==> src/rtl/median_driver_if.sv <==
// median_driver_if: window input, MEDIAN burst bus and result output of the median driver.
interface median_driver_if #(
    parameter int WIDTH = 8,
    parameter int NPIX  = 9
);
    logic [NPIX*WIDTH-1:0] WIN;
    logic                  WIN_VALID;
    logic                  WIN_READY;
    logic [WIDTH-1:0]      MED_DI;
    logic                  MED_DSI;
    logic [WIDTH-1:0]      MED_DO;
    logic                  MED_DSO;
    logic [WIDTH-1:0]      RES;
    logic                  RES_VALID;
    logic                  RES_READY;
    logic                  ERR;

    modport master (
        input  WIN, WIN_VALID, MED_DO, MED_DSO, RES_READY,
        output WIN_READY, MED_DI, MED_DSI, RES, RES_VALID, ERR
    );

    modport slave (
        output WIN, WIN_VALID, MED_DO, MED_DSO, RES_READY,
        input  WIN_READY, MED_DI, MED_DSI, RES, RES_VALID, ERR
    );
endinterface

==> src/rtl/median_driver.sv <==
// median_driver: serialises a 3x3 window into a MEDIAN DSI burst and returns its median
// through a valid/ready handshake, aborting with ERR if MEDIAN never answers.
module median_driver #(
    parameter int WIDTH   = 8,
    parameter int NPIX    = 9,
    parameter int TIMEOUT = 64,
    parameter int TW      = 7
) (
    input logic             CLK,
    input logic             RST,
    median_driver_if.master bus
);
    localparam int CW = $clog2(NPIX + 1);

    typedef enum logic [1:0] {IDLE, SEND, WAIT, HOLD} state_t;

    state_t                state;
    logic [NPIX*WIDTH-1:0] buffer;
    logic [CW-1:0]         cnt;
    logic [TW-1:0]         tcnt;

    assign bus.WIN_READY = state == IDLE;

    always_ff @(posedge CLK) begin
        if (RST) begin
            state         <= IDLE;
            buffer        <= '0;
            cnt           <= '0;
            tcnt          <= '0;
            bus.MED_DI    <= '0;
            bus.MED_DSI   <= 1'b0;
            bus.RES       <= '0;
            bus.RES_VALID <= 1'b0;
            bus.ERR       <= 1'b0;
        end else begin
            bus.ERR <= 1'b0;
            case (state)
                IDLE: if (bus.WIN_VALID) begin
                    buffer      <= bus.WIN;
                    bus.MED_DI  <= bus.WIN[WIDTH-1:0];
                    bus.MED_DSI <= 1'b1;
                    cnt         <= CW'(1);
                    state       <= SEND;
                end
                SEND: if (cnt == CW'(NPIX)) begin
                    bus.MED_DI  <= '0;
                    bus.MED_DSI <= 1'b0;
                    tcnt        <= '0;
                    state       <= WAIT;
                end else begin
                    bus.MED_DI <= buffer[cnt*WIDTH +: WIDTH];
                    cnt        <= cnt + CW'(1);
                end
                WAIT: begin
                    tcnt <= tcnt + TW'(1);
                    // a strobe arriving on the last allowed cycle still counts as an answer
                    if (bus.MED_DSO) begin
                        bus.RES       <= bus.MED_DO;
                        bus.RES_VALID <= 1'b1;
                        state         <= HOLD;
                    end else if (tcnt == TW'(TIMEOUT - 1)) begin
                        bus.ERR <= 1'b1;
                        state   <= IDLE;
                    end
                end
                HOLD: if (bus.RES_READY) begin
                    bus.RES_VALID <= 1'b0;
                    state         <= IDLE;
                end
                default: state <= IDLE;
            endcase
        end
    end
endmodule

==> src/flat_wrapper.sv <==
// flat-port wrapper written by rule: the top's interface ports become plain ports
module median_driver_flat 
#(
    parameter int WIDTH   = 8,
    parameter int NPIX    = 9,
    parameter int TIMEOUT = 64,
    parameter int TW      = 7
)
  (CLK, RST, bus_WIN, bus_WIN_VALID, bus_MED_DO, bus_MED_DSO, bus_RES_READY, bus_WIN_READY, bus_MED_DI, bus_MED_DSI, bus_RES, bus_RES_VALID, bus_ERR);
  median_driver_if #(.WIDTH(WIDTH), .NPIX(NPIX)) bus_i ();
  input logic CLK;
  input logic RST;
  input wire logic [$bits(bus_i.WIN)-1:0] bus_WIN;
  input wire logic [$bits(bus_i.WIN_VALID)-1:0] bus_WIN_VALID;
  input wire logic [$bits(bus_i.MED_DO)-1:0] bus_MED_DO;
  input wire logic [$bits(bus_i.MED_DSO)-1:0] bus_MED_DSO;
  input wire logic [$bits(bus_i.RES_READY)-1:0] bus_RES_READY;
  output wire logic [$bits(bus_i.WIN_READY)-1:0] bus_WIN_READY;
  output wire logic [$bits(bus_i.MED_DI)-1:0] bus_MED_DI;
  output wire logic [$bits(bus_i.MED_DSI)-1:0] bus_MED_DSI;
  output wire logic [$bits(bus_i.RES)-1:0] bus_RES;
  output wire logic [$bits(bus_i.RES_VALID)-1:0] bus_RES_VALID;
  output wire logic [$bits(bus_i.ERR)-1:0] bus_ERR;
  assign bus_i.WIN = bus_WIN;
  assign bus_i.WIN_VALID = bus_WIN_VALID;
  assign bus_i.MED_DO = bus_MED_DO;
  assign bus_i.MED_DSO = bus_MED_DSO;
  assign bus_i.RES_READY = bus_RES_READY;
  assign bus_WIN_READY = bus_i.WIN_READY;
  assign bus_MED_DI = bus_i.MED_DI;
  assign bus_MED_DSI = bus_i.MED_DSI;
  assign bus_RES = bus_i.RES;
  assign bus_RES_VALID = bus_i.RES_VALID;
  assign bus_ERR = bus_i.ERR;
  median_driver #(.WIDTH(WIDTH), .NPIX(NPIX), .TIMEOUT(TIMEOUT), .TW(TW)) u_core (.CLK(CLK), .RST(RST), .bus(bus_i));
endmodule
==> config.mk <==
export PLATFORM = sky130hd
export DESIGN_NAME = median_driver_flat
export DESIGN_NICKNAME = d
export VERILOG_FILES = /design/src/rtl/median_driver_if.sv /design/src/rtl/median_driver.sv /design/src/flat_wrapper.sv
export SDC_FILE = /design/constraint.sdc
export NUM_CORES = 1
export LEC_CHECK = 0
export BUFFER_PORTS_ARGS = -buffer_cell sky130_fd_sc_hd__buf_2
export CAP_MARGIN = 20
export CORE_MARGIN = 2
export CORE_UTILIZATION = 50
export CTS_CLUSTER_DIAMETER = 120
export CTS_CLUSTER_SIZE = 14
export DETAILED_ROUTE_END_ITERATION = 7
export HOLD_SLACK_MARGIN = 0.12
export PLACE_DENSITY = 0.76
export SLEW_MARGIN = 20
export SYNTH_ARGS = -nofsm -noshare
export SYNTH_HDL_FRONTEND = slang
export SYNTH_SLANG_ARGS = --single-unit
==> constraint.sdc <==
create_clock -name CLK -period 3.22 [get_ports CLK]
set_clock_uncertainty 0.1 [all_clocks]
set_input_delay 0.322 -clock CLK [delete_from_list [all_inputs] [get_ports CLK]]
set_output_delay 0.322 -clock CLK [all_outputs]
set_load 0.02 [all_outputs]
== Word level (Yosys, flattened, before mapping) ==
Index checks and enable logic that the tools add are counted.
Storage, ports and cells
  flip-flop bits (word level): 104
  bits of input ports: 85
  logic and storage cells: 58
Operators by class
  shift operators: 1
  reduce and logical (&&, ||, !) cells: 13
  equality and inequality tests: 11
  $add $sub $neg: 2
  bitwise gates (word level): 1
  mux-type cells: 21
Operator list (count)
  $shiftx 72x8->8: 1
  $mux 8: 2
  $pmux 8 s2: 1
  $pmux 7 s2: 1
  $mux 2: 5
  $reduce_and 3->1: 3
  $mux 4: 2
  $ne 2x2->1 const B: 4
  $pmux 2 s4: 1
  $pmux 4 s2: 1
  $reduce_and 2->1: 4
  $add 7x1->7 const B: 1
  $eq 7x6->1 const B: 1
  $mux 7: 1
  $reduce_bool 2->1: 3
  $mux 1: 5
  $add 4x1->4 const B: 1
  $eq 2x2->1 const B: 2
  $eq 4x4->1 const B: 1
  $pmux 1 s2: 2
  $reduce_and 4->1: 1
  $ne 3x2->1 const B: 1
  $reduce_or 3->1: 1
  $eq 2x1->1 const B: 1
  other kinds (3): 3

== Longest topological paths before layout ==
Gate-level depths: netlist (run 1).
  word-level depth: 4
  mapped depth: 7

== Worst setup path before layout (run 1) ==
OpenSTA, ideal clock, no wires.
  path type: reg-to-reg
  start: reg u_core.cnt[1]
  end: reg u_core.bus.MED_DI[2]
  arrival time: 1639 ps
  path buffers: 1
  required time: 3040 ps
  cell stages (with the launch flop): 8
  slack: 1400 ps
  library setup time: 80 ps
  cell sequence: dfxtp_1 -> inv_1 -> ha_1 -> or4b_4 -> buf_6 -> nor3b_2 -> o22ai_1 -> a211oi_2
On the way
  longest elaborated chain between the ends: 3
  elaborated cells between the ends (all ways): 4
  those cells by class: eq/ne (1); shift (1); mux (2)
Ends and longest elaborated chain
  start, declared: line median_driver.sv:19  | logic [CW-1:0] cnt;
  start signal, assigned: line median_driver.sv:52  | cnt <= cnt + CW'(1);
  $shiftx 72x8->8 or $eq 4x4->1 (tied branches): line median_driver.sv:51, median_driver.sv:45
  $mux 8 (*): line median_driver.sv:45  | SEND: if (cnt == CW'(NPIX)) begin
  $pmux 8 s2 (*): line median_driver.sv:37  | case (state)
  end signal, assigned: line median_driver.sv:40  | bus.MED_DI <= bus.WIN[WIDTH-1:0];
  end signal, assigned: line median_driver.sv:51  | bus.MED_DI <= buffer[cnt*WIDTH +: WIDTH];
  end, declared: line median_driver_if.sv:20  | output WIN_READY, MED_DI, MED_DSI, RES, RES_VALID, ERR
Mark *: on every way between the ends. The rest lies on a longest branch, timed or not.
A chain may end at the register's enable or synchronous reset.

== Worst setup path after layout (run 1) ==
  start: reg u_core.cnt[0]
  end: reg u_core.bus.MED_DI[0]
The elaborated chain is that of the path after synthesis.

==> flow_metrics.env, run 1 <==
export IMPL_status="completed"
export IMPL_ir_worst_vdd_v=0.0002681
export IMPL_top_level_ports=105
export IMPL_slowest_delay_ns=0.67
export IMPL_cts_buffer_depth=2
export IMPL_cts_max_level=3
export IMPL_vias_per_cell=5.307
export IMPL_synth_edf_count=0
export IMPL_initialDrtViolationCount=227
export IMPL_syn_inst=564
export IMPL_hold_slack_ns=0.1305
export IMPL_coreArea_mm2=0.008763
export IMPL_switching_share=0.2728
export IMPL_worst_path_buf_inv=1
export IMPL_yosysWarnings=0
export IMPL_slew_violations=0
export IMPL_utilization=0.6829
export IMPL_combinationalPowerShare=0.164
export IMPL_dieArea_mm2=0.009885
export IMPL_p_total_mw=2.683
export IMPL_setup_viol=0
export IMPL_arrival_ns=2.28
export IMPL_synth_seq_cells=104
export IMPL_crit_chain="buf_4 > mux2i_1 > a22oi_1 > nand3_1 > a211oi_2"
export IMPL_rsz0062_at_grt="no"
export IMPL_fin_crit_sh=0.6739
export IMPL_wire_per_inst_um=14.48
export IMPL_worstSetupPathType="flip-flop to flip-flop"
export IMPL_synth_most_common_cell="nand2_1"
export IMPL_gp_congestion=0.8232
export IMPL_maxSlewHeadroom=0.2801
export IMPL_critPathRequiredTime_ns=3.33
export IMPL_fin_crit_ns=2.170
export IMPL_die_w_um=99.43
export IMPL_crit_fanout=29
export IMPL_setup_tns_final_ns=0
export IMPL_portBuffers=104
export IMPL_synth_avg_cell_area_um2=8.073
export IMPL_synth_top_area_share=0.4573
export IMPL_die_h_um=99.43
export IMPL_p_seq_frac=0.526
export IMPL_yosys_top_cells_count="nand2_1, dfxtp_1, a21oi_1, mux2i_1, clkbuf_1"
export IMPL_ys_types=40
export IMPL_clk_pin_slew_ns=0.10
export IMPL_async_flop_share=0
export IMPL_syn_area_mm2=0.004553
export IMPL_cts_made_buffers=9
export IMPL_hold_viol_final=0
export IMPL_syn_nets=652
export IMPL_num_vias=4368
export IMPL_first_pass_iters=5
export IMPL_grt_pass1_vias=4208
export IMPL_dp_cells=733
export IMPL_drc=0
export IMPL_start_kind="flip-flop"
export IMPL_grt_first_pass_wirelength_mm=19.64
export IMPL_cts_tree="built"
export IMPL_intPower_mw=1.951
export IMPL_critical_path_top_delay_family="flip-flops"
export IMPL_layout_drive_gt1_share=0.2056
export IMPL_final_antenna_net_count=0
export IMPL_final_cells=823
export IMPL_final_nets=798
export IMPL_grt_max_degree=105
export IMPL_fmax_ghz=0.4608
export IMPL_grt_use_total=0.2468
export IMPL_initial_core_util=0.5196
export IMPL_area_growth_pct=31.44
export IMPL_wl_mm=11.92
export IMPL_min_path_type="input pin to flip-flop"
export IMPL_fillers=733
export IMPL_yosysSeqAreaShare=0.4573
export IMPL_synthTopCellsByArea="dfxtp_1, nand2_1, a21oi_1, mux2i_1, clkbuf_1"
export IMPL_clk_latency_ns=0.36
export IMPL_num_rows=34
export IMPL_p_sw_mw=0.7318
export IMPL_ys_flop_type="dfxtp_1"
export IMPL_cts_sinks=104
export IMPL_maxCapViolCount=0
export IMPL_dp_final_hpwl_mm=7.766
export IMPL_overflow=0
export IMPL_cts_root_buf="clkbuf_8"
export IMPL_p_leak_nw=2.371
export IMPL_end_kind="flip-flop"
export IMPL_powerDensity_mw_per_mm2=448.2
export IMPL_tightest_slew_ns=1.080
export IMPL_clkPwrFrac=0.310
export IMPL_cts_resized_gates=0
export IMPL_antenna_found_initial=0
export IMPL_crit_slowest_cell="dfxtp_2"
export IMPL_diodes=0
export IMPL_synth_top_cell_by_area="dfxtp_1"
-- power by group through the flow --
stage | Combinational (mW) | Clock (mW) | Sequential (mW)
floorplan | 0.252 | 0 | 1.43
global placement | 0.357 | 0 | 1.44
detailed placement | 0.366 | 0 | 1.44
CTS | 0.435 | 0.854 | 1.41
global route | 0.484 | 0.900 | 1.42
finish | 0.440 | 0.832 | 1.41
-- flip-flops by register name (all words and copies together) (netlist names) --
signal,flops
u_core.bus.ERR,1
u_core.bus.RES,8
u_core.cnt,4
u_core.buffer,72
u_core.state,2
u_core.bus.MED_DSI,1
u_core.bus.RES_VALID,1
u_core.tcnt,7
u_core.bus.MED_DI,8
-- layout make-up --
class,instances,area (um2),area share
Clock buffer,10,137.6,0.02300
Clock inverter,6,66.31,0.01108
Inverter,1,3.754,0.0006272
Multi-Input combinational cell,412,2252,0.3763
Sequential cell,104,2083,0.3481
Tap cell,108,135.1,0.02258
Timing Repair Buffer,182,1306,0.2183
-- cells in the final DEF (no fill, tap or decap), drive strengths merged, types with 4 or more instances in the layout --
master,synthesis,final
nand2,166,166
nor3,5,5
dlygate4sd3,0,74
a21oi,99,99
o21ai,4,4
nand3,20,20
mux2i,32,32
nor3b,8,8
nor2,21,21
dfxtp,104,104
clkbuf,27,10
buf,20,108
a22oi,8,8
o22ai,8,8
a211oi,9,9
-- logic make-up (layout without fill, tap and decap cells) --
family / Yosys count / in the layout / share of synthesized area
AOI/OAI and AO/OA: 131 / 131 / 0.1668
muxes: 35 / 35 / 0.07777
adders and majority gates: 3 / 3 / 0.008245
buffers and inverters: 48 / 199 / 0.04891
DFF: 104 / 104 / 0.4573
xor gates and xnor gates: 2 / 2 / 0.003848
and+or+nand+nor: 241 / 241 / 0.2372
-- routing by layer --
layer	wire length (um)	vias up	global-route usage	part of all wire
li1	-	2203	-	-
met1	5400	2002	0.3230	0.45
met2	5616	137	0.4070	0.47
met3	667	26	0.04357	0.056
met4	231	0	0.09589	0.019
met5	0	-	0	0
-- through the flow --
stage          setup slack (ns)  cell area [um2]
2_1_floorplan             1.400             4553
3_3_place_gp              1.046             5037
3_5_place_dp             0.9118             5037
4_1_cts                  0.8892             5982
5_1_grt                  0.9309             5984
6_report                  1.050             5984
-- final timing paths --
check / to / slack [ns] / from / depth (start not counted)
max: u_core.bus.MED_DI[0]$_SDFFE_PP0P_ / 1.05 / u_core.cnt[0]$_SDFFE_PP0P_ / 5
min: u_core.buffer[20]$_SDFFE_PP0P_ / 0.13 / bus_WIN[20] / 3
max reg2reg: u_core.bus.MED_DI[0]$_SDFFE_PP0P_ / 1.05 / u_core.cnt[0]$_SDFFE_PP0P_ / 5
min reg2reg: u_core.bus.RES[1]$_SDFFE_PP0P_ / 0.36 / u_core.bus.RES[1]$_SDFFE_PP0P_ / 2
-- worst min-delay path: stages --
cell     delay, ns
buf_2         0.10
nand2_1       0.06
a21oi_1       0.07
-- repair_timing --
action | 4_1_cts | 5_1_grt
hold buffers | 74 | 0
endpoints found under the hold margin | 74 | 0
setup buffers | 0 | 0
Note: power is estimated with default switching activity, not from simulation.
==> run 2: changes to the inputs <==
Clock period 3.22 ns to 2.1 ns, I/O delays scaled along.
==> flow_metrics.env, run 2 (synthesis results as in run 1) <==
export IMPL_status="completed"
export IMPL_cts_sinks=104
export IMPL_dpl_worst_slack_ns=0.1435
export IMPL_wire_per_inst_um=15.17
export IMPL_overflow=0
export IMPL_first_pass_iters=4
export IMPL_initialDrtViolationCount=280
export IMPL_cts_buffer_depth=2
export IMPL_antenna_found_initial=0
export IMPL_setup_tns_final_ns=0
export IMPL_cp_common_cell="buf_4"
export IMPL_largest_register_ffs=72
export IMPL_layout_drive_gt1_share=0.2087
export IMPL_maxSlewHeadroom=0.5367
export IMPL_grt_first_pass_wirelength_mm=20.00
export IMPL_final_common_cell="nand2_1"
export IMPL_wl_mm=12.83
export IMPL_cts_tree="built"
export IMPL_cts_max_level=3
export IMPL_slowest_delay_ns=0.57
export IMPL_hold_viol_final=0
export IMPL_crit_chain="buf_4 > nor2b_1 > buf_4 > nand3_1 > dlygate4sd3_1 > a21oi_1"
export IMPL_top_level_ports=105
export IMPL_min_path_type="input pin to flip-flop"
export IMPL_final_antenna_net_count=0
export IMPL_num_vias=4613
export IMPL_drc=0
export IMPL_worstSetupPathType="flip-flop to flip-flop"
export IMPL_end_kind="flip-flop"
export IMPL_fin_ws_ns=0.1167
export IMPL_tightest_slew_ns=0.6949
export IMPL_initial_core_util=0.5196
export IMPL_coreArea_mm2=0.008763
export IMPL_dieArea_mm2=0.009885
export IMPL_diodes=0
export IMPL_p_leak_nw=2.459
export IMPL_critical_path_top_delay_family="buffers and inverters"
export IMPL_crit_fanout=13
export IMPL_clk_latency_ns=0.38
export IMPL_rsz0062_at_grt="no"
export IMPL_final_nets=822
export IMPL_start_kind="flip-flop"
export IMPL_crit_slowest_cell="dlygate4sd3_1"
export IMPL_slew_violations=0
export IMPL_fin_crit_ns=1.983
export IMPL_worst_path_buf_inv=3
export IMPL_critPathRequiredTime_ns=2.30
export IMPL_fmax_ghz=0.5042
export IMPL_num_rows=34
export IMPL_utilization=0.7096
export IMPL_regToRegSetupSlack_ns=0.12
export IMPL_cts_made_buffers=9
export IMPL_arrival_ns=2.18
export IMPL_die_w_um=99.43
export IMPL_top_register="u_core.buffer"
export IMPL_dp_final_hpwl_mm=8.157
export IMPL_grt_max_degree=45
export IMPL_vias_per_cell=5.453
export IMPL_powerDensity_mw_per_mm2=661.3
export IMPL_die_h_um=99.43
export IMPL_setup_viol=0
export IMPL_reg_top3="u_core.buffer: 72 flops, u_core.bus.MED_DI: 8 flops, u_core.bus.RES: 8 flops"
export IMPL_layout_common_cells="nand2_1, buf_2, dfxtp_1"
export IMPL_portBuffers=104
export IMPL_clk_pin_slew_ns=0.10
export IMPL_cts_root_buf="clkbuf_8"
export IMPL_fin_crit_sh=0.9444
export IMPL_grt_pass1_vias=4289
export IMPL_area_growth_pct=36.58
export IMPL_ir_worst_vdd_v=0.0003990
export IMPL_grt_use_total=0.2556
export IMPL_gp_congestion=0.8737
export IMPL_maxCapViolCount=0
[run 2: timing repair]
action,in CTS,in global routing
hold buffers,88,0
endpoints found under the hold margin,82,0
buffers inserted,0,0
setup endpoints to repair,0,0
gates resized for setup,0,0
[run 2: worst paths after layout]
path | startpoint | endpoint | cells past startpoint
max | u_core.state[1]$_SDFFE_PP0P_ | u_core.bus.RES[1]$_SDFFE_PP0P_ | 6
min | RST | u_core.tcnt[5]$_SDFFE_PP0P_ | 2
max reg2reg | u_core.state[1]$_SDFFE_PP0P_ | u_core.bus.RES[1]$_SDFFE_PP0P_ | 6
min reg2reg | u_core.buffer[50]$_SDFFE_PP0P_ | u_core.buffer[50]$_SDFFE_PP0P_ | 2
[run 2: layer usage]
metal | GRT usage | up-vias | share of wire
met5 | 0 | - | 0
met4 | 0.1212 | 0 | 0.029
met3 | 0.03584 | 28 | 0.064
met2 | 0.4330 | 190 | 0.49
met1 | 0.3214 | 2145 | 0.42
li1 | - | 2250 | -
[run 2: cell type report]
class / count / area [um2]
Fill cell: 652 / 2545
Multi-Input combinational cell: 412 / 2250
Sequential cell: 104 / 2083
Timing Repair Buffer: 206 / 1559
Clock buffer: 12 / 145.1
Tap cell: 108 / 135.1
Clock inverter: 3 / 42.54
Inverter: 1 / 3.754
[run 2: report_power, final]
part	switching, mW	internal (mW)
clock	0.649	0.577
combinational	0.385	0.354
sequential	0.0661	2.08
total	1.10	3.01
[run 2: through the flow]
stage	cell area [um2]	hold slack, ns	power (mW)	instances
after global placement	5150	0.3393	2.780	743
after CTS	6218	0.1582	4.116	846
after global routing	6218	0.1941	4.275	846
after floorplan	4553	0.2460	2.577	564
final	6218	0.1662	4.112	846
after detailed placement	5150	0.3458	2.800	743
==> run 3: changes to the inputs <==
Settings changed: CORE_UTILIZATION 50 to 48, MAX_ROUTING_LAYER from default to met4.
Clock period 2.1 ns to 1.6 ns, I/O delays scaled along.
==> flow_metrics.env, run 3 (synthesis results as in run 1) <==
export IMPL_p_leak_nw=2.527
export IMPL_dp_cells=773
export IMPL_final_cells=875
export IMPL_r2r_end="u_core.bus.MED_DI[1]$_SDFFE_PP0P_"
export IMPL_overflow=0
export IMPL_rr_worst_depth=6
export IMPL_layout_drive_gt1_share=0.2456
export IMPL_antenna_found_initial=0
export IMPL_holdPathEnd="u_core.cnt[3]$_SDFFE_PP0P_"
export IMPL_final_common_cell="nand2_1"
export IMPL_maxCapViolCount=0
export IMPL_gp_congestion=0.8493
export IMPL_cts_buffer_depth=2
export IMPL_reg_top3="u_core.buffer: 72 flops, u_core.bus.MED_DI: 8 flops, u_core.bus.RES: 8 flops"
export IMPL_final_antenna_net_count=0
export IMPL_grt_use_total=0.2594
export IMPL_setup_viol=9
export IMPL_cts_root_buf="clkbuf_8"
export IMPL_largest_register_ffs=72
export IMPL_min_path_cells=3
export IMPL_critPathRequiredTime_ns=1.80
export IMPL_final_nets=828
export IMPL_top_level_ports=105
export IMPL_grt_pass1_vias=4432
export IMPL_cts_sinks=104
export IMPL_min_delay_start="bus_WIN_VALID"
export IMPL_drc=0
export IMPL_powerDensity_mw_per_mm2=849.8
export IMPL_hold_viol_final=0
export IMPL_fin_ws_ns=-0.2564
export IMPL_initial_core_util=0.4928
export IMPL_cts_made_buffers=9
export IMPL_violations="negative setup slack"
export IMPL_wl_mm=13.41
export IMPL_tightest_slew_ns=0.4893
export IMPL_first_pass_iters=5
export IMPL_die_h_um=101.4
export IMPL_area_growth_pct=40.18
export IMPL_vias_per_cell=5.349
export IMPL_maxSlewHeadroom=0.6731
export IMPL_fin_crit_sh=1.160
export IMPL_cts_tree="built"
export IMPL_wire_per_inst_um=15.32
export IMPL_coreArea_mm2=0.009240
export IMPL_arrival_ns=2.06
export IMPL_end_kind="flip-flop"
export IMPL_initialDrtViolationCount=312
export IMPL_num_rows=35
export IMPL_crit_fanout=8
export IMPL_hold_slack_ns=0.1441
export IMPL_worstSetupPathType="flip-flop to flip-flop"
export IMPL_dp_final_hpwl_mm=8.360
export IMPL_cts_max_level=3
export IMPL_start_kind="flip-flop"
export IMPL_top_register="u_core.buffer"
export IMPL_regToRegSetupSlack_ns=-0.26
export IMPL_clk_pin_slew_ns=0.10
export IMPL_grt_first_pass_wirelength_mm=20.51
export IMPL_layout_common_cells="nand2_1, buf_2, a21oi_1, dfxtp_1, dlygate4sd3_1"
export IMPL_fin_crit_ns=1.856
export IMPL_slew_violations=0
export IMPL_reg2reg_from="u_core.cnt[1]$_SDFFE_PP0P_"
export IMPL_num_vias=4680
export IMPL_status="finished with violations"
export IMPL_die_w_um=101.4
export IMPL_dieArea_mm2=0.01028
export IMPL_fmax_ghz=0.5387
export IMPL_clk_latency_ns=0.37
export IMPL_grt_max_degree=50
export IMPL_rsz0062_at_grt="yes"
export IMPL_ir_worst_vdd_v=0.0004751
export IMPL_portBuffers=104
export IMPL_min_path_type="input pin to flip-flop"
run 3: changes by cell type in the layout (fill, tap and decap cells not counted), moves of 2 or more:
cell / delta
ha_4: +2
nor2_1: -2
buf_6: +2
dfxtp_2: +4
nand2_1: -2
ha_1: -2
dlygate4sd3_1: -5
dfxtp_1: -4
nand2_2: +2
buf_4: +8
run 3: final cells by class:
cell class	instances	area [um2]
inverters	1	3.754
well taps	129	161.4
fillers	730	2858
clock inverters	3	25.02
diodes	1	2.502
multi-input cells	412	2326
flip-flops and latches	104	2088
clock buffers	13	158.9
repair buffers	212	1617
run 3: worst max path at each step:
stage                                          start                           endpoint  cells past startpoint
final                     u_core.cnt[1]$_SDFFE_PP0P_  u_core.bus.MED_DI[1]$_SDFFE_PP0P_                      6
after floorplan           u_core.cnt[1]$_SDFFE_PP0P_  u_core.bus.MED_DI[2]$_SDFFE_PP0P_                      7
after global routing      u_core.cnt[1]$_SDFFE_PP0P_  u_core.bus.MED_DI[1]$_SDFFE_PP0P_                      6
after detailed placement  u_core.cnt[1]$_SDFFE_PP0P_  u_core.bus.MED_DI[3]$_SDFFE_PP0P_                      6
after CTS                 u_core.cnt[1]$_SDFFE_PP0P_  u_core.bus.MED_DI[3]$_SDFFE_PP0P_                      6
after global placement    u_core.cnt[1]$_SDFFE_PP0P_  u_core.bus.MED_DI[2]$_SDFFE_PP0P_                      6
run 3: worst max-delay path, stage by stage, from the launching register on:
cell and delay (ns):
dfxtp_2 0.35, inv_2 0.05, ha_4 0.15, or4b_4 0.59
nor3b_2 0.24, o22ai_2 0.11, a211oi_2 0.22
run 3: power breakdown:
part / switching (mW) / internal, mW / total [mW]
Sequential: 0.0981 / 2.73 / 2.83
Combinational: 0.521 / 0.500 / 1.02
Clock: 0.908 / 0.662 / 1.57
run 3: timing repair:
action | in CTS | in global routing
hold endpoints to repair | 96 | 0
endpoints found under the setup margin | 15 | 95
cloned | 0 | 1
setup buffers | 1 | 1
resized for setup | 6 | 16
hold buffers | 83 | 0
pin swaps | 5 | 13
run 3: through the flow:
| stage | power, mW | cell area (um2) | setup TNS [ns] | setup WS, ns | util |
|---|---|---|---|---|---|
| floorplan | 3.383 | 4559 | -1.186 | -0.1613 | - |
| detailed placement | 3.694 | 5250 | -1.491 | -0.1926 | 0.5682 |
| global placement | 3.668 | 5250 | -0.8538 | -0.1159 | 0.5682 |
| CTS | 5.381 | 6297 | -1.261 | -0.1796 | 0.6815 |
| finish | 5.424 | 6382 | -1.524 | -0.2564 | 0.6907 |
| global route | 5.605 | 6380 | -1.926 | -0.2764 | 0.6905 |
run 3: routing by layer:
layer  GRT usage  routed length, um  vias up
met5           -                  0        -
met4     0.08004                314        0
met3     0.05590                640       38
met2      0.4427               6855      162
met1      0.3057               5598     2217
li1            -                  -     2263
